[config.mk]
export PLATFORM = sky130hd
export DESIGN_NAME = correlation_stream
export DESIGN_NICKNAME = d
export VERILOG_FILES = /design/src/rtl/correlation_pkg.sv /design/src/rtl/product_lut.sv /design/src/rtl/correlation_stream.sv
export SDC_FILE = /design/constraint.sdc
export NUM_CORES = 1
export LEC_CHECK = 0
export CORE_ASPECT_RATIO = 0.6
export CORE_UTILIZATION = 25
export DETAILED_ROUTE_END_ITERATION = 10
export MAX_ROUTING_LAYER = met4
export PLACE_DENSITY = 0.37
export SYNTH_ARGS = -nofsm -noshare
export SYNTH_HDL_FRONTEND = slang
export SYNTH_SLANG_ARGS = --single-unit
[constraint.sdc]
create_clock -name clock -period 8.66 [get_ports clock]
set_input_delay 1.299 -clock clock [delete_from_list [all_inputs] [get_ports clock]]
set_output_delay 1.299 -clock clock [all_outputs]
set_load 0.02 [all_outputs]
[src/rtl/correlation_pkg.sv]
// Shared types and width helpers for the streaming LUT correlator.
package correlation_pkg;

  typedef enum logic [1:0] {
    INIT,
    IDLE,
    FILL
  } fillState_e;

  function automatic int clog2(input int value);
    int result;
    result = 0;
    while ((1 << result) < value) begin
      result++;
    end
    return (result < 1) ? 1 : result;
  endfunction

  function automatic int defaultCoef(input int tap);
    return tap + 1;
  endfunction

  function automatic int productWidth(input int xWidth, input int hWidth);
    return xWidth + hWidth;
  endfunction

  function automatic int sumWidth(input int pWidth, input int nTaps);
    return pWidth + clog2(nTaps);
  endfunction

  function automatic int lutDepth(input int xWidth);
    return 1 << xWidth;
  endfunction

endpackage

[src/rtl/product_lut.sv]
// One tap's product table: a synchronous write port driven by the fill
// engine and a registered read port that forms the first pipeline stage.
module product_lut
  import correlation_pkg::*;
#(
  parameter int X_WIDTH = 4,
  parameter int P_WIDTH = 8
) (
  input  logic               clock,
  input  logic               i_wrEn,
  input  logic [X_WIDTH-1:0] i_wrAddr,
  input  logic [P_WIDTH-1:0] i_wrData,
  input  logic [X_WIDTH-1:0] i_rdAddr,
  output logic [P_WIDTH-1:0] o_rdData
);

  localparam int DEPTH = lutDepth(X_WIDTH);

  logic [P_WIDTH-1:0] r_mem [DEPTH];
  logic [P_WIDTH-1:0] r_rdData;

  // Table write from the fill engine and registered product lookup
  always_ff @(posedge clock) begin
    if (i_wrEn) begin
      r_mem[i_wrAddr] <= i_wrData;
    end
    r_rdData <= r_mem[i_rdAddr];
  end

  assign o_rdData = r_rdData;

endmodule

[src/rtl/correlation_stream.sv]
// Streaming correlator: sample window feeding per-tap product LUTs, a
// two-stage pipeline to the registered sum, and a fill engine that builds
// each LUT by repeated addition of the tap coefficient.
module correlation_stream
  import correlation_pkg::*;
#(
  parameter int N_TAPS  = 10,
  parameter int X_WIDTH = 4,
  parameter int H_WIDTH = 4,
  parameter int P_WIDTH = productWidth(X_WIDTH, H_WIDTH),
  parameter int Y_WIDTH = sumWidth(P_WIDTH, N_TAPS)
) (
  input  logic                     clock,
  input  logic                     reset,
  input  logic [X_WIDTH-1:0]       x_in,
  input  logic                     x_valid,
  output logic                     x_ready,
  input  logic                     coef_we,
  input  logic [clog2(N_TAPS)-1:0] coef_addr,
  input  logic [H_WIDTH-1:0]       coef_data,
  output logic                     coef_ready,
  output logic                     busy,
  output logic [Y_WIDTH-1:0]       y,
  output logic                     y_valid
);

  localparam int A_WIDTH = clog2(N_TAPS);
  localparam int C_WIDTH = clog2(N_TAPS + 1);

  fillState_e         r_state;
  fillState_e         w_stateNext;
  logic [A_WIDTH-1:0] r_fillTap;
  logic [X_WIDTH-1:0] r_fillIdx;
  logic [P_WIDTH-1:0] r_acc;
  logic [H_WIDTH-1:0] r_fillCoef;
  logic [H_WIDTH-1:0] w_fillCoef;
  logic               w_idxLast;
  logic               w_lastTap;
  logic               w_lutWe;
  logic               w_busy;
  logic [N_TAPS-1:0]  w_tapWe;

  logic [X_WIDTH-1:0] r_win     [N_TAPS-1];
  logic [X_WIDTH-1:0] w_nextWin [N_TAPS];
  logic [P_WIDTH-1:0] w_prod    [N_TAPS];
  logic               w_accept;
  logic [C_WIDTH-1:0] r_count;
  logic               r_s1Valid;
  logic [Y_WIDTH-1:0] w_sum;
  logic [Y_WIDTH-1:0] r_y;
  logic               r_yValid;

  assign w_idxLast  = (r_fillIdx == '1);
  assign w_lastTap  = (r_fillTap == A_WIDTH'(N_TAPS - 1));
  assign w_fillCoef = (r_state == INIT) ? H_WIDTH'(defaultCoef(int'(r_fillTap))) : r_fillCoef;

  assign busy       = w_busy;
  assign coef_ready = !w_busy;
  assign x_ready    = !w_busy && !coef_we;
  assign w_accept   = x_valid && x_ready;

  // Fill FSM state register; reset always restarts the default-table build
  always_ff @(posedge clock) begin
    if (reset) begin
      r_state <= INIT;
    end else begin
      r_state <= w_stateNext;
    end
  end

  // Fill FSM next state, busy flag and LUT write strobe
  always_comb begin
    w_stateNext = r_state;
    w_busy      = 1'b1;
    w_lutWe     = 1'b0;
    case (r_state)
      INIT: begin
        w_lutWe = 1'b1;
        if (w_idxLast && w_lastTap) begin
          w_stateNext = IDLE;
        end
      end
      IDLE: begin
        w_busy = 1'b0;
        if (coef_we) begin
          w_stateNext = FILL;
        end
      end
      FILL: begin
        w_lutWe = 1'b1;
        if (w_idxLast) begin
          w_stateNext = IDLE;
        end
      end
      default: begin
        w_stateNext = INIT;
      end
    endcase
  end

  // Fill engine: walks entries, accumulating h per entry; r_fillTap counts taps in INIT and holds the target tap in FILL
  always_ff @(posedge clock) begin
    if (reset) begin
      r_fillTap  <= '0;
      r_fillIdx  <= '0;
      r_acc      <= '0;
      r_fillCoef <= '0;
    end else begin
      case (r_state)
        INIT: begin
          r_fillIdx <= r_fillIdx + X_WIDTH'(1);
          if (w_idxLast) begin
            r_acc     <= '0;
            r_fillTap <= r_fillTap + A_WIDTH'(1);
          end else begin
            r_acc <= r_acc + P_WIDTH'(w_fillCoef);
          end
        end
        IDLE: begin
          if (coef_we) begin
            r_fillTap  <= coef_addr;
            r_fillCoef <= coef_data;
            r_fillIdx  <= '0;
            r_acc      <= '0;
          end
        end
        FILL: begin
          r_fillIdx <= r_fillIdx + X_WIDTH'(1);
          if (w_idxLast) begin
            r_acc <= '0;
          end else begin
            r_acc <= r_acc + P_WIDTH'(w_fillCoef);
          end
        end
        default: begin
        end
      endcase
    end
  end

  // Shifted window as seen by the LUT read ports; tap 0 is the incoming sample
  always_comb begin
    w_nextWin[0] = x_in;
    for (int k = 1; k < N_TAPS; k++) begin
      w_nextWin[k] = r_win[k-1];
    end
  end

  // Only the N_TAPS-1 newest samples need storing; the oldest falls off on the next shift
  always_ff @(posedge clock) begin
    if (reset) begin
      for (int k = 0; k < N_TAPS - 1; k++) begin
        r_win[k] <= '0;
      end
    end else if (w_accept) begin
      for (int k = 0; k < N_TAPS - 1; k++) begin
        r_win[k] <= w_nextWin[k];
      end
    end
  end

  for (genvar k = 0; k < N_TAPS; k++) begin : g_tap
    assign w_tapWe[k] = w_lutWe && (r_fillTap == A_WIDTH'(k));

    product_lut #(
      .X_WIDTH(X_WIDTH),
      .P_WIDTH(P_WIDTH)
    ) u_lut (
      .clock   (clock),
      .i_wrEn  (w_tapWe[k]),
      .i_wrAddr(r_fillIdx),
      .i_wrData(r_acc),
      .i_rdAddr(w_nextWin[k]),
      .o_rdData(w_prod[k])
    );
  end

  // Warm-up counter and stage-1 valid; results are suppressed until the window is full
  always_ff @(posedge clock) begin
    if (reset) begin
      r_count   <= '0;
      r_s1Valid <= 1'b0;
    end else begin
      if (w_accept && (r_count != C_WIDTH'(N_TAPS))) begin
        r_count <= r_count + C_WIDTH'(1);
      end
      r_s1Valid <= w_accept && (r_count >= C_WIDTH'(N_TAPS - 1));
    end
  end

  // Sum of all tap products, widened so no partial sum can overflow
  always_comb begin
    w_sum = '0;
    for (int k = 0; k < N_TAPS; k++) begin
      w_sum = w_sum + Y_WIDTH'(w_prod[k]);
    end
  end

  // Stage 2: register the sum; y holds between valid pulses
  always_ff @(posedge clock) begin
    if (reset) begin
      r_y      <= '0;
      r_yValid <= 1'b0;
    end else begin
      r_yValid <= r_s1Valid;
      if (r_s1Valid) begin
        r_y <= w_sum;
      end
    end
  end

  assign y       = r_y;
  assign y_valid = r_yValid;

endmodule

==> impl_metrics.py <==
metrics = {
    "clock_network": {
        "cts_buffers": 147,
        "clk_latency_ns": 0.79,
        "clock_sinks": 1436,
        "clockBufferDepth": 4,
        "cts_hold_buffers": 0,
        "htreeDepth": 4,
        "postCtsSetupRepairBufs": 0,
        "cts_resized": 0,
        "cts_tree": "done",
        "clk_pin_slew_worst_paths_ns": 0.07,
        "cts_root_buffer": "clkbuf_16",
    },
    "synth": {
        "synthCells": 2579,
        "synth-seq-cells": 1436,
        "synthFlopType": "edfxtp_1",
        "yosysTopAreaCellShare_pct": 69.3,
        "postSynthAreaPerCell_sq_um": 22.1,
        "synth_top_cell_by_area": "edfxtp_1",
        "async_reset_ff_share_pct": 0,
        "syn_area_sq_um": 57000,
        "synthDistinctLibCells": 54,
        "synth-edff-count": 1316,
        "synth_fp_nets": 2692,
        "yosysSeqAreaShare_pct": 73.6,
        "synthTopCellsByArea": "edfxtp_1 (69%), mux4_1 (13%), mux4_2 (4.6%)",
        "yosys_warnings": 0,
    },
    "drt": {
        "wl_per_cell_um": 27.5,
        "drt_iter0_markers": 2585,
        "drtPass1Iterations": 8,
        "drc_errors": 0,
        "vias_per_cell": 4.46,
        "ant_nets": 0,
        "vias": 25800,
        "wl_um": 159000,
    },
    "critical_path": {
        "cp_data_arrival_time_ns": 5.50,
        "startpoint": "g_tap[0].u_lut.o_rdData[2]$_DFF_P_",
        "slowest_delay_ns": 0.53,
        "start_kind": "flip-flop",
        "r2r_end": "y[7]$_SDFFE_PP0P_",
        "path_class": "flip-flop to flip-flop",
        "path_cells": "inv_1, fa_1, inv_1, fa_1, fa_1, inv_1, fa_1, inv_1, fa_1, inv_1, fa_1, nand2b_1, a21oi_1, a31oi_1, or4b_1, o311ai_0",
        "worstPathMaxFanout": 4,
        "rrSetupSlack_ns": 3.80,
        "r2r_start": "g_tap[0].u_lut.o_rdData[2]$_DFF_P_",
        "crit_path_end": "y[7]$_SDFFE_PP0P_",
        "worstSetupEndpointType": "flip-flop",
        "cpMaxStageDelayCell": "fa_1",
        "critPathMostFrequentCell": "fa_1",
        "worstPathRequired_ns": 9.30,
        "reg2regPathDepth": 16,
    },
    "placed_design": {
        "gp_congestion": 0.742,
        "port_buffers": 31,
        "post_dp_cell_area_sq_um": 60500,
        "hpwl_um": 98600,
        "post-place-ws_ns": 3.83,
    },
    "timing": {
        "skew_ns": 0.0501,
        "fin_crit_sh_pct": 56.1,
        "setup_tns_ns": 0,
        "max_freq_mhz": 206,
        "layout_setup_ws_ns": 3.80,
        "drv_slew": 0,
        "tightest_slew_ns": 1.23,
        "finalHoldViolations": 0,
        "rsz0062_at_grt": "false",
        "worst_hold_slack_ns": 0.465,
        "timing.slew.headroom_pct": 17.8,
        "fin_crit_ns": 4.86,
        "setup_viol": 0,
    },
    "floorplan": {
        "die_h_um": 372,
        "core_sq_um": 226000,
        "io_pins": 32,
        "rows": 135,
        "die_w_um": 618,
        "design.die.area_sq_um": 230000,
        "initial_utilization_pct": 25.2,
    },
    "cells_and_area": {
        "fillers": 22000,
        "final_nets": 2776,
        "area_growth_pct": 14.1,
        "final_area_sq_um": 65000,
        "drive_gt1_share_pct": 13.6,
    },
    "global_route": {
        "grt_pass1_vias": 26400,
        "antenna_found_initial": 50,
        "grt_pass1_wl_um": 219000,
        "grt_remaining_overflow": 0,
        "grt_max_degree": 94,
        "grt_usage_pct": 14.2,
    },
    "power_and_ir_drop": {
        "p_leak_nw": 20.9,
        "powerDensity_nw_per_um2": 243,
        "irDropWorstVdd_uv": 304,
        "fin_total_pwr_mw": 15.8,
    },
    "worst_hold_path": {
        "hp-class": "flip-flop to flip-flop",
    },
    "run_status": {
        "status": "complete, no violations",
    },
    "flow_run": {
        "drv_cap": 0,
    },
}
## power by group
group          switching [mW]  internal (mW)
clock                    2.66           3.48
sequential             0.0556           7.57
combinational            1.25          0.807
total                    3.97           11.9
## flip-flops by register name, summed over array words and instances (netlist names)
signal	count
g_tap.u_lut.o_rdData	80
g_tap.u_lut.r_mem	1280
r_acc	8
r_count	4
r_fillCoef	4
r_fillIdx	4
r_fillTap	4
r_s1Valid	1
r_state	2
r_win	36
y	12
y_valid	1
## routing by layer
layer | global-route usage [%] | vias up | routed length [um]
li1 | - | 10900 | -
met1 | 20.5 | 14000 | 78100
met2 | 20.0 | 713 | 67300
met3 | 3.94 | 188 | 11100
met4 | 2.50 | 0 | 2640
met5 | - | - | 0
## stage by stage
step,utilization [%],cells
finish,28.7,5783
global route,28.7,5778
detailed placement,26.8,5528
CTS,28.7,5772
floorplan,-,2579
global placement,26.8,5528
## layout by cell type, fill, tap and decap left out, drive strengths merged, types with 2 or more instances in the layout
| cell | count |
|---|---|
| o31ai | 2 |
| nor2b | 13 |
| nand2 | 45 |
| nor2 | 200 |
| xor2 | 6 |
| a21o | 3 |
| a21oi | 27 |
| xnor2 | 5 |
| nand4 | 3 |
| nor3b | 3 |
| bufinv | 11 |
| edfxtp | 1316 |
| a22oi | 4 |
| ha | 35 |
| nand2b | 9 |
| mux2i | 4 |
| mux4 | 400 |
| and3 | 2 |
| clkinvlp | 2 |
| and2 | 37 |
| diode | 11 |
| buf | 39 |
| clkinv | 52 |
| o22ai | 2 |
| nand3 | 14 |
| clkbuf | 177 |
| a311oi | 2 |
| o21ai | 15 |
| nand3b | 2 |
| clkdlybuf4s50 | 28 |
| a31oi | 6 |
| dfxtp | 120 |
| a211oi | 5 |
| inv | 89 |
| a21boi | 2 |
| or3 | 2 |
| fa | 62 |
## worst min-delay path by stage
stage                               start                    endpoint  depth (start not counted)
3_3_place_gp   r_fillCoef[1]$_SDFFE_PP0P_  r_fillCoef[1]$_SDFFE_PP0P_                          2
4_1_cts        r_fillCoef[1]$_SDFFE_PP0P_  r_fillCoef[1]$_SDFFE_PP0P_                          2
5_1_grt        r_fillCoef[1]$_SDFFE_PP0P_  r_fillCoef[1]$_SDFFE_PP0P_                          2
6_report       r_fillCoef[1]$_SDFFE_PP0P_  r_fillCoef[1]$_SDFFE_PP0P_                          2
2_1_floorplan  r_fillCoef[1]$_SDFFE_PP0P_  r_fillCoef[1]$_SDFFE_PP0P_                          2
3_5_place_dp   r_fillCoef[1]$_SDFFE_PP0P_  r_fillCoef[1]$_SDFFE_PP0P_                          2
## cell usage after synthesis (all sizes together), types with 2 or more instances
library cell	number
a211oi	5
a21boi	2
a21o	3
a21oi	27
a22oi	4
a311oi	2
a31oi	6
and2	37
and3	2
buf	72
clkbuf	60
dfxtp	120
edfxtp	1316
fa	62
ha	35
inv	87
mux2i	4
mux4	400
nand2	45
nand2b	9
nand3	14
nand3b	2
nand4	3
nor2	200
nor2b	13
nor3b	3
o21ai	15
o22ai	2
o31ai	2
or3	2
xnor2	5
xor2	6
## critical path, delay by kind of cell (launching register included)
family	cells	cell delay (ns)
and+or+nand+nor	2	0.67
buffers and inverters	5	0.26
AOI/OAI and AO/OA	3	0.59
DFF	1	0.31
adders and majority gates	6	2.87
## logic make-up (layout without fill, tap and decap cells)
group	count (synthesis)	count (layout)	share of synthesized area [%]
flip-flops	1436	1436	73.6
multiplexers	405	405	17.8
AND/OR/NAND/NOR	335	335	2.61
buffers and inverters	219	398	2.10
adder cells (fa/ha/maj)	97	97	2.95
AO/OA/AOI/OAI	76	76	0.845
XOR/XNOR	11	11	0.169
other	0	11	0
## area by class of cell
type / count / area, sq um / area share, %
Clock inverter: 67 / 597 / 0.918
Inverter: 87 / 327 / 0.502
Tap cell: 3014 / 3770 / 5.80
Sequential cell: 1436 / 42000 / 64.5
Multi-Input combinational cell: 924 / 13900 / 21.4
Antenna cell: 11 / 27.5 / 0.0423
Timing Repair Buffer: 67 / 566 / 0.870
Clock buffer: 177 / 3850 / 5.93
No activity file was read; power rests on OpenSTA's default activity.
